## src/rtl/cix_seq_pkg.sv

```systemverilog
// ============================================================================
// Module  : cix_seq_pkg
// Brief   : Opcodes, FSM state type and opcode predicates shared by cix and
//           the multi-word cix sequencer.
// Revision: 1.0 - initial release
// ============================================================================
`default_nettype none

package cix_seq_pkg;

    localparam logic [2:0] CIX_CTO  = 3'b010;
    localparam logic [2:0] CIX_CTZ  = 3'b011;
    localparam logic [2:0] CIX_CLO  = 3'b100;
    localparam logic [2:0] CIX_CLZ  = 3'b101;
    localparam logic [2:0] CIX_PCNT = 3'b110;
    localparam logic [2:0] CIX_ZCNT = 3'b111;

    typedef enum logic [1:0] {
        S_IDLE = 2'd0,
        S_RUN  = 2'd1,
        S_DONE = 2'd2
    } seq_state_t;

    // Leading/trailing count: stops at the first word that breaks the run.
    function automatic logic is_scan(input logic [2:0] op);
        return op[2] ^ op[1];
    endfunction

    // Leading counts walk from the most significant word downward.
    function automatic logic is_down(input logic [2:0] op);
        return op[2] & ~op[1];
    endfunction

    // Opcodes 000 and 001 have no meaning for the count unit.
    function automatic logic is_unsup(input logic [2:0] op);
        return op[2:1] == 2'b00;
    endfunction

endpackage

`default_nettype wire

```

## src/rtl/cix_seq_if.sv

```systemverilog
// ============================================================================
// Module  : cix_seq_if
// Brief   : Command/result valid-ready bundle of the cix sequencer.
// Revision: 1.0 - initial release
// ============================================================================
`default_nettype none

interface cix_seq_if #(
    parameter int ORDER     = 3,
    parameter int WORDS_LOG = 2
);
    localparam int W  = 2 ** ORDER;
    localparam int DW = (2 ** WORDS_LOG) * W;
    localparam int CW = ORDER + WORDS_LOG + 1;

    logic          in_valid;
    logic          in_ready;
    logic [2:0]    in_op;
    logic [DW-1:0] in_data;
    logic          out_valid;
    logic          out_ready;
    logic [CW-1:0] out_count;
    logic          out_all;
    logic          out_err;

    modport master (
        output in_valid, in_op, in_data, out_ready,
        input  in_ready, out_valid, out_count, out_all, out_err
    );

    modport slave (
        input  in_valid, in_op, in_data, out_ready,
        output in_ready, out_valid, out_count, out_all, out_err
    );
endinterface

`default_nettype wire

```

## src/rtl/cix_seq_cix.sv

```systemverilog
// ============================================================================
// Module  : cix
// Brief   : Single-word bit count unit: trailing/leading ones/zeroes and
//           population/zero counts of one W-bit word.
// Revision: 1.0 - initial release
// ============================================================================
`default_nettype none

module cix
    import cix_seq_pkg::*;
#(
    parameter int ORDER = 3
) (
    input  wire logic [2:0]            op_i,
    input  wire logic [(2**ORDER)-1:0] data_i,
    output logic      [ORDER:0]        count_o,
    output logic                       all_o
);
    localparam int W = 2 ** ORDER;

    logic [W-1:0] w_x;     // word with the counted value mapped to 1
    logic [W-1:0] w_r;     // w_x, bit-reversed for leading counts
    logic         w_run;

    // Counted value is 1 for even opcodes and 0 for odd ones; invert so the
    // counting loop always looks for ones starting from bit 0.
    always_comb begin
        w_x     = op_i[0] ? ~data_i : data_i;
        w_r     = w_x;
        w_run   = 1'b1;
        count_o = '0;
        if (is_down(op_i)) begin
            for (int i = 0; i < W; i++) begin
                w_r[i] = w_x[W-1-i];
            end
        end
        for (int i = 0; i < W; i++) begin
            if (op_i[2:1] == 2'b11) begin
                count_o = count_o + (ORDER+1)'(w_r[i]);
            end else if (w_run && w_r[i]) begin
                count_o = count_o + (ORDER+1)'(1);
            end else begin
                w_run = 1'b0;
            end
        end
        all_o = &w_x;
        if (is_unsup(op_i)) begin
            count_o = '0;
            all_o   = 1'b0;
        end
    end
endmodule

`default_nettype wire

```

## src/rtl/cix_seq.sv

```systemverilog
// ============================================================================
// Module  : cix_seq
// Brief   : Multi-cycle sequencer running one cix unit over a WORDS*W-bit
//           operand, one word per cycle, with early stop for scan counts.
// Revision: 1.0 - initial release
// ============================================================================
`default_nettype none

module cix_seq
    import cix_seq_pkg::*;
#(
    parameter int ORDER     = 3,
    parameter int WORDS_LOG = 2
) (
    input  wire logic clock,
    input  wire logic reset,
    cix_seq_if.slave  bus
);
    localparam int W  = 2 ** ORDER;
    localparam int DW = (2 ** WORDS_LOG) * W;
    localparam int CW = ORDER + WORDS_LOG + 1;

    seq_state_t             state_q;
    logic [2:0]             op_q;
    logic [DW-1:0]          data_q;
    logic [WORDS_LOG-1:0]   idx_q;
    logic [CW-1:0]          acc_q;
    logic                   all_acc_q;
    logic                   in_ready_q;
    logic                   out_valid_q;
    logic [CW-1:0]          count_q;
    logic                   all_q;
    logic                   err_q;

    logic [WORDS_LOG+ORDER-1:0] w_base;
    logic [W-1:0]               w_word;
    logic [ORDER:0]             w_cnt;
    logic                       w_all;
    logic [CW-1:0]              sum_d;
    logic                       all_d;
    logic                       last_d;
    logic                       stop_d;

    assign w_base = {idx_q, ORDER'(0)};
    assign w_word = data_q[w_base +: W];

    cix #(.ORDER(ORDER)) u_cix (
        .op_i    (op_q),
        .data_i  (w_word),
        .count_o (w_cnt),
        .all_o   (w_all)
    );

    assign sum_d  = acc_q + CW'(w_cnt);
    assign all_d  = all_acc_q & w_all;
    assign last_d = is_down(op_q) ? (idx_q == '0) : (idx_q == '1);
    assign stop_d = last_d | (is_scan(op_q) & ~w_all);

    // Sequencer FSM with registered handshake and result outputs.
    always_ff @(posedge clock) begin
        if (reset) begin
            state_q     <= S_IDLE;
            op_q        <= '0;
            data_q      <= '0;
            idx_q       <= '0;
            acc_q       <= '0;
            all_acc_q   <= 1'b0;
            in_ready_q  <= 1'b1;
            out_valid_q <= 1'b0;
            count_q     <= '0;
            all_q       <= 1'b0;
            err_q       <= 1'b0;
        end else begin
            case (state_q)
                S_IDLE: begin
                    if (bus.in_valid) begin
                        op_q       <= bus.in_op;
                        data_q     <= bus.in_data;
                        acc_q      <= '0;
                        all_acc_q  <= 1'b1;
                        idx_q      <= is_down(bus.in_op) ? '1 : '0;
                        in_ready_q <= 1'b0;
                        state_q    <= S_RUN;
                    end
                end
                S_RUN: begin
                    // Unsupported ops spend exactly one cycle here so their
                    // result shows the same one-cycle latency as a 1-word run.
                    if (is_unsup(op_q)) begin
                        count_q     <= '0;
                        all_q       <= 1'b0;
                        err_q       <= 1'b1;
                        out_valid_q <= 1'b1;
                        state_q     <= S_DONE;
                    end else if (stop_d) begin
                        count_q     <= sum_d;
                        all_q       <= all_d;
                        err_q       <= 1'b0;
                        out_valid_q <= 1'b1;
                        state_q     <= S_DONE;
                    end else begin
                        acc_q     <= sum_d;
                        all_acc_q <= all_d;
                        idx_q     <= is_down(op_q) ? idx_q - WORDS_LOG'(1)
                                                   : idx_q + WORDS_LOG'(1);
                    end
                end
                S_DONE: begin
                    if (bus.out_ready) begin
                        out_valid_q <= 1'b0;
                        in_ready_q  <= 1'b1;
                        state_q     <= S_IDLE;
                    end
                end
                default: begin
                    state_q     <= S_IDLE;
                    in_ready_q  <= 1'b1;
                    out_valid_q <= 1'b0;
                end
            endcase
        end
    end

    assign bus.in_ready  = in_ready_q;
    assign bus.out_valid = out_valid_q;
    assign bus.out_count = count_q;
    assign bus.out_all   = all_q;
    assign bus.out_err   = err_q;
endmodule

`default_nettype wire

```

## src/flat_wrapper.sv

```systemverilog
// flat-port wrapper written by rule: the top's interface ports become plain ports
module cix_seq_flat import cix_seq_pkg::*;
#(
    parameter int ORDER     = 3,
    parameter int WORDS_LOG = 2
)
  (clock, reset, bus_in_valid, bus_in_op, bus_in_data, bus_out_ready, bus_in_ready, bus_out_valid, bus_out_count, bus_out_all, bus_out_err);
  cix_seq_if #(.ORDER(ORDER), .WORDS_LOG(WORDS_LOG)) bus_i ();
  input  wire logic clock;
  input  wire logic reset;
  input wire logic [$bits(bus_i.in_valid)-1:0] bus_in_valid;
  input wire logic [$bits(bus_i.in_op)-1:0] bus_in_op;
  input wire logic [$bits(bus_i.in_data)-1:0] bus_in_data;
  input wire logic [$bits(bus_i.out_ready)-1:0] bus_out_ready;
  output wire logic [$bits(bus_i.in_ready)-1:0] bus_in_ready;
  output wire logic [$bits(bus_i.out_valid)-1:0] bus_out_valid;
  output wire logic [$bits(bus_i.out_count)-1:0] bus_out_count;
  output wire logic [$bits(bus_i.out_all)-1:0] bus_out_all;
  output wire logic [$bits(bus_i.out_err)-1:0] bus_out_err;
  assign bus_i.in_valid = bus_in_valid;
  assign bus_i.in_op = bus_in_op;
  assign bus_i.in_data = bus_in_data;
  assign bus_i.out_ready = bus_out_ready;
  assign bus_in_ready = bus_i.in_ready;
  assign bus_out_valid = bus_i.out_valid;
  assign bus_out_count = bus_i.out_count;
  assign bus_out_all = bus_i.out_all;
  assign bus_out_err = bus_i.out_err;
  cix_seq #(.ORDER(ORDER), .WORDS_LOG(WORDS_LOG)) u_core (.clock(clock), .reset(reset), .bus(bus_i));
endmodule
```

## config.mk

```make
export PLATFORM = sky130hd
export DESIGN_NAME = cix_seq_flat
export DESIGN_NICKNAME = d
export VERILOG_FILES = /design/src/rtl/cix_seq_pkg.sv /design/src/rtl/cix_seq_if.sv /design/src/rtl/cix_seq_cix.sv /design/src/rtl/cix_seq.sv /design/src/flat_wrapper.sv
export SDC_FILE = /design/constraint.sdc
export NUM_CORES = 1
export LEC_CHECK = 0
export CAP_MARGIN = 10
export CORE_MARGIN = 2
export CORE_UTILIZATION = 60
export DETAILED_ROUTE_END_ITERATION = 8
export PLACE_DENSITY_LB_ADDON = 0.25
export SETUP_SLACK_MARGIN = 0.05
export SLEW_MARGIN = 20
export SYNTH_ARGS = -nofsm -noshare
export SYNTH_HDL_FRONTEND = slang
export SYNTH_SLANG_ARGS = --single-unit
```

## constraint.sdc

```tcl
create_clock -name clock -period 19.7 [get_ports clock]
set_input_delay 1.97 -clock clock [delete_from_list [all_inputs] [get_ports clock]]
set_output_delay 1.97 -clock clock [all_outputs]
set_load 0.02 [all_outputs]
```

# Yosys cells after proc, flatten, opt, wreduce, memory -nomap -nowiden
# Index checks and enable logic that the tools add are counted.
dict set report totals {
  regBits 56
  input_bits 39
  out_inout_bits 10
  word_cells 136
}
dict set report classes {
  n_addsub 17
  eq_ne 9
  shift 1
  mux 67
  bitwise 12
  reduce_logical 19
}
# op n
set op_table {}
lappend op_table {{$mux W4} 15}
lappend op_table {{$shiftx A32 B6 Y8} 1}
lappend op_table {{$mux W1} 30}
lappend op_table {{$mux W6} 5}
lappend op_table {{$add A4 B1 Y4} 7}
lappend op_table {{$add A4 B1 Y4 const B} 7}
lappend op_table {{$mux W2} 9}
lappend op_table {{$mux W8} 2}
lappend op_table {{$pmux W6 S2} 1}
lappend op_table {{$reduce_and A3 Y1} 3}
lappend op_table {{$ne A2 B2 Y1 const B} 4}
lappend op_table {{$not A8 Y8} 1}
lappend op_table {{$reduce_and A8 Y1} 1}
lappend op_table {{$logic_and A1 B1 Y1} 7}
lappend op_table {{$add A6 B4 Y6} 1}
lappend op_table {{$eq A2 B2 Y1 const B} 3}
lappend op_table {{$logic_not A2 Y1} 3}
lappend op_table {{$pmux W1 S3} 2}
lappend op_table {{$pmux W2 S3} 1}
lappend op_table {{$not A1 Y1} 5}
lappend op_table {{$and A1 B1 Y1} 4}
lappend op_table {{$pmux W2 S2} 1}
lappend op_table {{$reduce_and A2 Y1} 2}
lappend op_table {{$reduce_and A4 Y1} 1}
lappend op_table {{8 further kinds} 9}

# Logic depth before layout (Yosys ltp)
dict set report logic_depth {
  depth_word 32
  mapped_depth 42
  mapped_depth_nobuf 40
}

# Modules after synthesis
# A second synthesis with hierarchy kept.
dict set report hier_totals {
  cells_unflattened 505
  area_unflattened_um2 4115.2
}
# module instances cells_per_inst area_each_um2 seq_area_each_um2
set modules_own_cells {}
lappend modules_own_cells {cix_seq 1 291 2519.9 1121.1}
lappend modules_own_cells {cix 1 214 1595.3 0.0}

# Least setup slack after synthesis
# OpenSTA, ideal clock, no wires.
dict set report synth_path {
  kind {register to register}
  startpoint {register u_core.op_q[1]}
  endpoint {register u_core.count_q[5], in the netlist u_core.bus.out_count[5]}
  setup_time_ps 128
  arrival_ps 7595
  setup_slack_ps 11977
  stages_incl_launch_ff 41
  n_path_buf 1
  cell_sequence {dfxtp_1 -> inv_1 -> ha_1 -> buf_2 -> mux4_2 -> mux2i_4 -> nor2_1 -> a22o_1 -> ha_1 -> inv_1 -> o21ai_0 -> ha_1 -> nand2_1 -> o21ai_0 -> ha_1 -> xnor2_1 -> mux2i_1 -> ha_1 -> [5 not listed] -> mux2i_1 -> a31oi_1 -> a22o_1 -> ha_1 -> inv_1 -> nor2_1 -> a31o_2 -> nand2_1 -> a21oi_1 -> ha_1 -> a21o_1 -> a21oi_1 -> nor2b_1 -> o21ai_0 -> xor2_1 -> nor4_1 -> a21oi_1 -> nor2_1}
}
dict set report synth_via {
  elab_chain_len 30
}
# element line
set synth_rtl {}
lappend synth_rtl {{start, declared} cix_seq.sv:24} ;# logic [2:0] op_q;
lappend synth_rtl {{start signal, assigned} cix_seq.sv:77} ;# op_q <= bus.in_op;
lappend synth_rtl {{$not A1 Y1} cix_seq_pkg.sv:31} ;# return op[2] & ~op[1];
lappend synth_rtl {{$and A1 B1 Y1} cix_seq_pkg.sv:31}
lappend synth_rtl {{$mux W8} cix_seq_cix.sv:32} ;# if (is_down(op_i)) begin
lappend synth_rtl {{$mux W1} cix_seq_cix.sv:40} ;# end else if (w_run && w_r[i]) begin
lappend synth_rtl {{$mux W1} cix_seq_cix.sv:38} ;# if (op_i[2:1] == 2'b11) begin
lappend synth_rtl {{$add A4 B1 Y4 or $logic_and A1 B1 Y1 (tied branches)} {cix_seq_cix.sv:41, cix_seq_cix.sv:40}}
lappend synth_rtl {{$mux W4 or $mux W1 (tied branches)} cix_seq_cix.sv:40}
lappend synth_rtl {{$mux W4 or $mux W1 (tied branches)} cix_seq_cix.sv:38}
lappend synth_rtl {{[14 not listed]} n/a}
lappend synth_rtl {{$mux W4 or $mux W1 (tied branches)} cix_seq_cix.sv:38}
lappend synth_rtl {{$add A4 B1 Y4 or $logic_and A1 B1 Y1 (tied branches)} {cix_seq_cix.sv:41, cix_seq_cix.sv:40}}
lappend synth_rtl {{$mux W4} cix_seq_cix.sv:40}
lappend synth_rtl {{$mux W4} cix_seq_cix.sv:38}
lappend synth_rtl {{$mux W4} cix_seq_cix.sv:47} ;# if (is_unsup(op_i)) begin
lappend synth_rtl {{$add A6 B4 Y6} cix_seq.sv:54} ;# assign sum_d = acc_q + CW'(w_cnt);
lappend synth_rtl {{$mux W6} cix_seq.sv:95} ;# end else if (stop_d) begin
lappend synth_rtl {{$mux W6} cix_seq.sv:89} ;# if (is_unsup(op_q)) begin
lappend synth_rtl {{end signal, assigned} cix_seq.sv:96} ;# count_q <= sum_d;
lappend synth_rtl {{end, declared} cix_seq.sv:31} ;# logic [CW-1:0] count_q;
# Several ways; a longest one is shown, not always the timed one. The select of a mux whose other input is x is not followed.
# A chain may end at the register's enable or synchronous reset.

# Worst setup path in the final report
dict set report layout_path {
  startpoint {register u_core.op_q[2]}
  endpoint {register u_core.count_q[5], in the netlist u_core.bus.out_count[5]}
}
dict set report layout_via {
  elab_chain_len 29
}
# element line
set layout_rtl {}
lappend layout_rtl {{$and A1 B1 Y1} cix_seq_pkg.sv:31}
lappend layout_rtl {{$mux W8} cix_seq_cix.sv:32}
lappend layout_rtl {{$mux W1} cix_seq_cix.sv:40}
lappend layout_rtl {{$mux W1} cix_seq_cix.sv:38}
lappend layout_rtl {{$add A4 B1 Y4 or $logic_and A1 B1 Y1 (tied branches)} {cix_seq_cix.sv:41, cix_seq_cix.sv:40}}
lappend layout_rtl {{$mux W4 or $mux W1 (tied branches)} cix_seq_cix.sv:40}
lappend layout_rtl {{$mux W4 or $mux W1 (tied branches)} cix_seq_cix.sv:38}
lappend layout_rtl {{$add A4 B1 Y4 or $logic_and A1 B1 Y1 (tied branches)} {cix_seq_cix.sv:41, cix_seq_cix.sv:40}}
lappend layout_rtl {{[13 not listed]} n/a}
lappend layout_rtl {{$mux W4 or $mux W1 (tied branches)} cix_seq_cix.sv:38}
lappend layout_rtl {{$add A4 B1 Y4 or $logic_and A1 B1 Y1 (tied branches)} {cix_seq_cix.sv:41, cix_seq_cix.sv:40}}
lappend layout_rtl {{$mux W4} cix_seq_cix.sv:40}
lappend layout_rtl {{$mux W4} cix_seq_cix.sv:38}
lappend layout_rtl {{$mux W4} cix_seq_cix.sv:47}
lappend layout_rtl {{$add A6 B4 Y6} cix_seq.sv:54}
lappend layout_rtl {{$mux W6} cix_seq.sv:95}
lappend layout_rtl {{$mux W6} cix_seq.sv:89}
# Several ways; a longest one is shown, not always the timed one. The select of a mux whose other input is x is not followed.

==> out/metrics.yaml <==
sta:
  setup_violations: 0
  finalCritPeriodShare_pct: 46.7
  max_freq_mhz: 109
  setup-tns-final_ns: 0
  finClkSkew_ns: 0.0153
  worst_slew_pin_slew_ns: 0.981
  rsz0062_at_grt: "no"
  period_needed_ns: 9.20
  slew_violations: 0
  slew_headroom_pct: 34.6
  final_hold_viol_count: 0
floorplanning:
  die-area_um2: 8230
  coreArea_um2: 7250
  ios: 49
  die_h_um: 90.7
  initial_utilization_pct: 62.2
  die-width_um: 90.7
  row_count: 31
setup_path:
  cp.required_ns: 19.88
  cp_slowest_cell: "ha_1"
  endpoint: "u_core.bus.out_count[5]"
  worst-setup-path-type: "register to register"
  path_common_cell: "ha_1"
  critPathMaxFanout: 18
  critPathTopFamily: "compound AO/OA/AOI/OAI gates"
  worst-path-buf-inv: 2
  reg2reg_depth: 38
  r2r_end: "u_core.bus.out_count[5]"
  cp.depth: 38
  r2r_start: "u_core.op_q[2]"
  critPathLaunch: "u_core.op_q[2]"
  cp-start-kind: "register"
  endpoint_kind: "register"
  arrival_ns: 9.38
  reg2reg_slack_ns: 10.50
  cp_slowest_stage_delay_ns: 0.73
layout:
  drive_above_1_share_pct: 8.25
  final_common_cell: "nand2_1"
  mostFrequentLayoutCells: "nand2_1 (110), a21oi_1 (64), dfxtp_1 (56)"
  nets: 661
  n_antenna_cell: 0
  stdcell_area_um2: 5100
  finalNonFillerCells: 693
  area_delta_synth_final_pct: 13.1
cts:
  cts_buffer_depth: 2
  cts_tree: "done"
  root_buffer: "clkbuf_8"
  clk_pin_slew_ns: 0.12
  clk_latency_ns: 0.32
  cts.sinks: 56
  post-cts-setup-buffer-count: 0
  numCtsBuffers: 5
  h-tree-depth: 2
  cts_resized: 0
  hold_buffers: 0
placement:
  gp_congestion: 0.917
  placed_cells: 685
  dpl-instance-area_um2: 4980
  io_buffers: 48
  dpl.hpwl_um: 7710
synth:
  synth_nets: 638
  synth_cells: 570
  synth-edff-count: 0
  yosysSeqAreaShare_pct: 24.8
  ys_types: 68
  synth_ff_type: "dfxtp_1"
  synth_top_cells_by_area: "dfxtp_1 (25%), nand2_1 (9.2%), ha_1 (7.8%)"
  yosys.area.top_type: "dfxtp_1"
  syn_avg_cell_area_um2: 7.92
  synth_top_area_share_pct: 24.8
  async_reset_ff_share_pct: 0
  yosys_register_bits: 56
  yosys_warnings: 0
  syn-cell-area_um2: 4510
global_routing:
  grt_pass1_vias: 3979
  grt_max_degree: 57
  groute.usage.overall_pct: 26.7
  grt_pass1_wl_um: 18600
  grt-ovfl-total: 0
  antenna_found_initial: 0
detailed_routing:
  route.detailed.drc: 0
  ant_nets: 0
  drt_wl_total_um: 10600
  firstDrtPassIters: 4
  vias: 4235
  drt_iter0_drc: 267
  wl_per_cell_um: 15.3
  viasPerCell: 6.11
power:
  ir_drop_mv: 0.0543
  p_leak_nw: 1.86
  powerDensity_nw_per_um2: 66.4
flow_run:
  drv_cap: 0
hold_path:
  hold_class: "register to register"
status:
  outcome: "finished clean"
-- metal layers --
metal	GRT usage [%]	vias up	share of wire (%)
met5	0	-	0
met4	6.41	0	0.78
met3	3.51	8	3.8
met2	46.7	98	51
met1	34.8	2044	45
li1	-	2085	-
-- power breakdown --
group          switching (mW)  total, mW  internal [mW]
clock                  0.0422     0.0815         0.0393
combinational          0.0758      0.131         0.0551
sequential            0.00671      0.127          0.120
total                   0.125      0.339          0.214
-- how the worst min path moves through the flow --
stage                      startpoint                end  cells after the start
floorplan            u_core.data_q[8]   u_core.data_q[8]                      2
global route         u_core.data_q[0]   u_core.data_q[0]                      2
global placement     u_core.data_q[8]   u_core.data_q[8]                      2
detailed placement   u_core.data_q[7]   u_core.data_q[7]                      2
finish              u_core.data_q[23]  u_core.data_q[23]                      2
CTS                  u_core.data_q[7]   u_core.data_q[7]                      2
-- cell usage after synthesis (all sizes together) (4+ instances only) --
library cell	instances
nand2	111
mux2i	24
mux4	11
o31ai	5
nor2	40
o21ai	18
a21oi	66
a22o	11
ha	28
a21o	7
a31oi	4
nor2b	6
dfxtp	56
clkbuf	22
buf	14
a211oi	4
mux2	7
a22oi	7
inv	10
xnor2	23
xor2	7
or3	5
and2	5
nand4	4
nor3	10
nand3	21
-- registers in the layout, indices dropped and copies added, names as in the netlist --
name                  count
u_core.idx_q              2
u_core.all_acc_q          1
u_core.bus.out_all        1
u_core.bus.in_ready       1
u_core.bus.out_count      6
u_core.bus.out_valid      1
u_core.state_q            2
u_core.acc_q              6
u_core.op_q               3
u_core.bus.out_err        1
u_core.data_q            32
-- worst reg2reg max path: cells and delay by family (launching register included) --
| kind | cells | cell delay, ns |
|---|---|---|
| AOI/OAI and AO/OA | 15 | 3.45 |
| adders and majority gates | 8 | 2.77 |
| muxes | 4 | 1.26 |
| xor gates and xnor gates | 2 | 0.50 |
| and+or+nand+nor | 7 | 0.47 |
| DFF | 1 | 0.43 |
| buffers and inverters | 2 | 0.19 |
-- logic make-up after synthesis --
| family | share of synthesized area, % |
|---|---|
| adders and majority gates | 8.20 |
| muxes | 12.8 |
| xor gates and xnor gates | 5.99 |
| buffers and inverters | 4.57 |
| DFF | 24.8 |
| AOI/OAI and AO/OA | 22.1 |
| and+or+nand+nor | 21.5 |
-- area by class of cell --
class	count	area [um2]
Fill cell	613	2150
Inverter	11	41.3
Tap cell	99	124
Clock inverter	3	50.0
Multi-Input combinational cell	467	3190
Timing Repair Buffer	52	505
Clock buffer	5	68.8
Sequential cell	56	1120
-- per-stage QoR --
stage	utilization [%]	hold WS [ns]	power [mW]	setup WS, ns
after floorplan	-	0.433	0.227	11.98
after global placement	68.6	0.441	0.253	11.09
after detailed placement	68.6	0.449	0.257	10.60
after CTS	70.3	0.466	0.339	10.56
after global routing	70.4	0.499	0.361	9.72
final	70.4	0.465	0.339	10.50
Note: power is estimated with default switching activity, not from simulation.
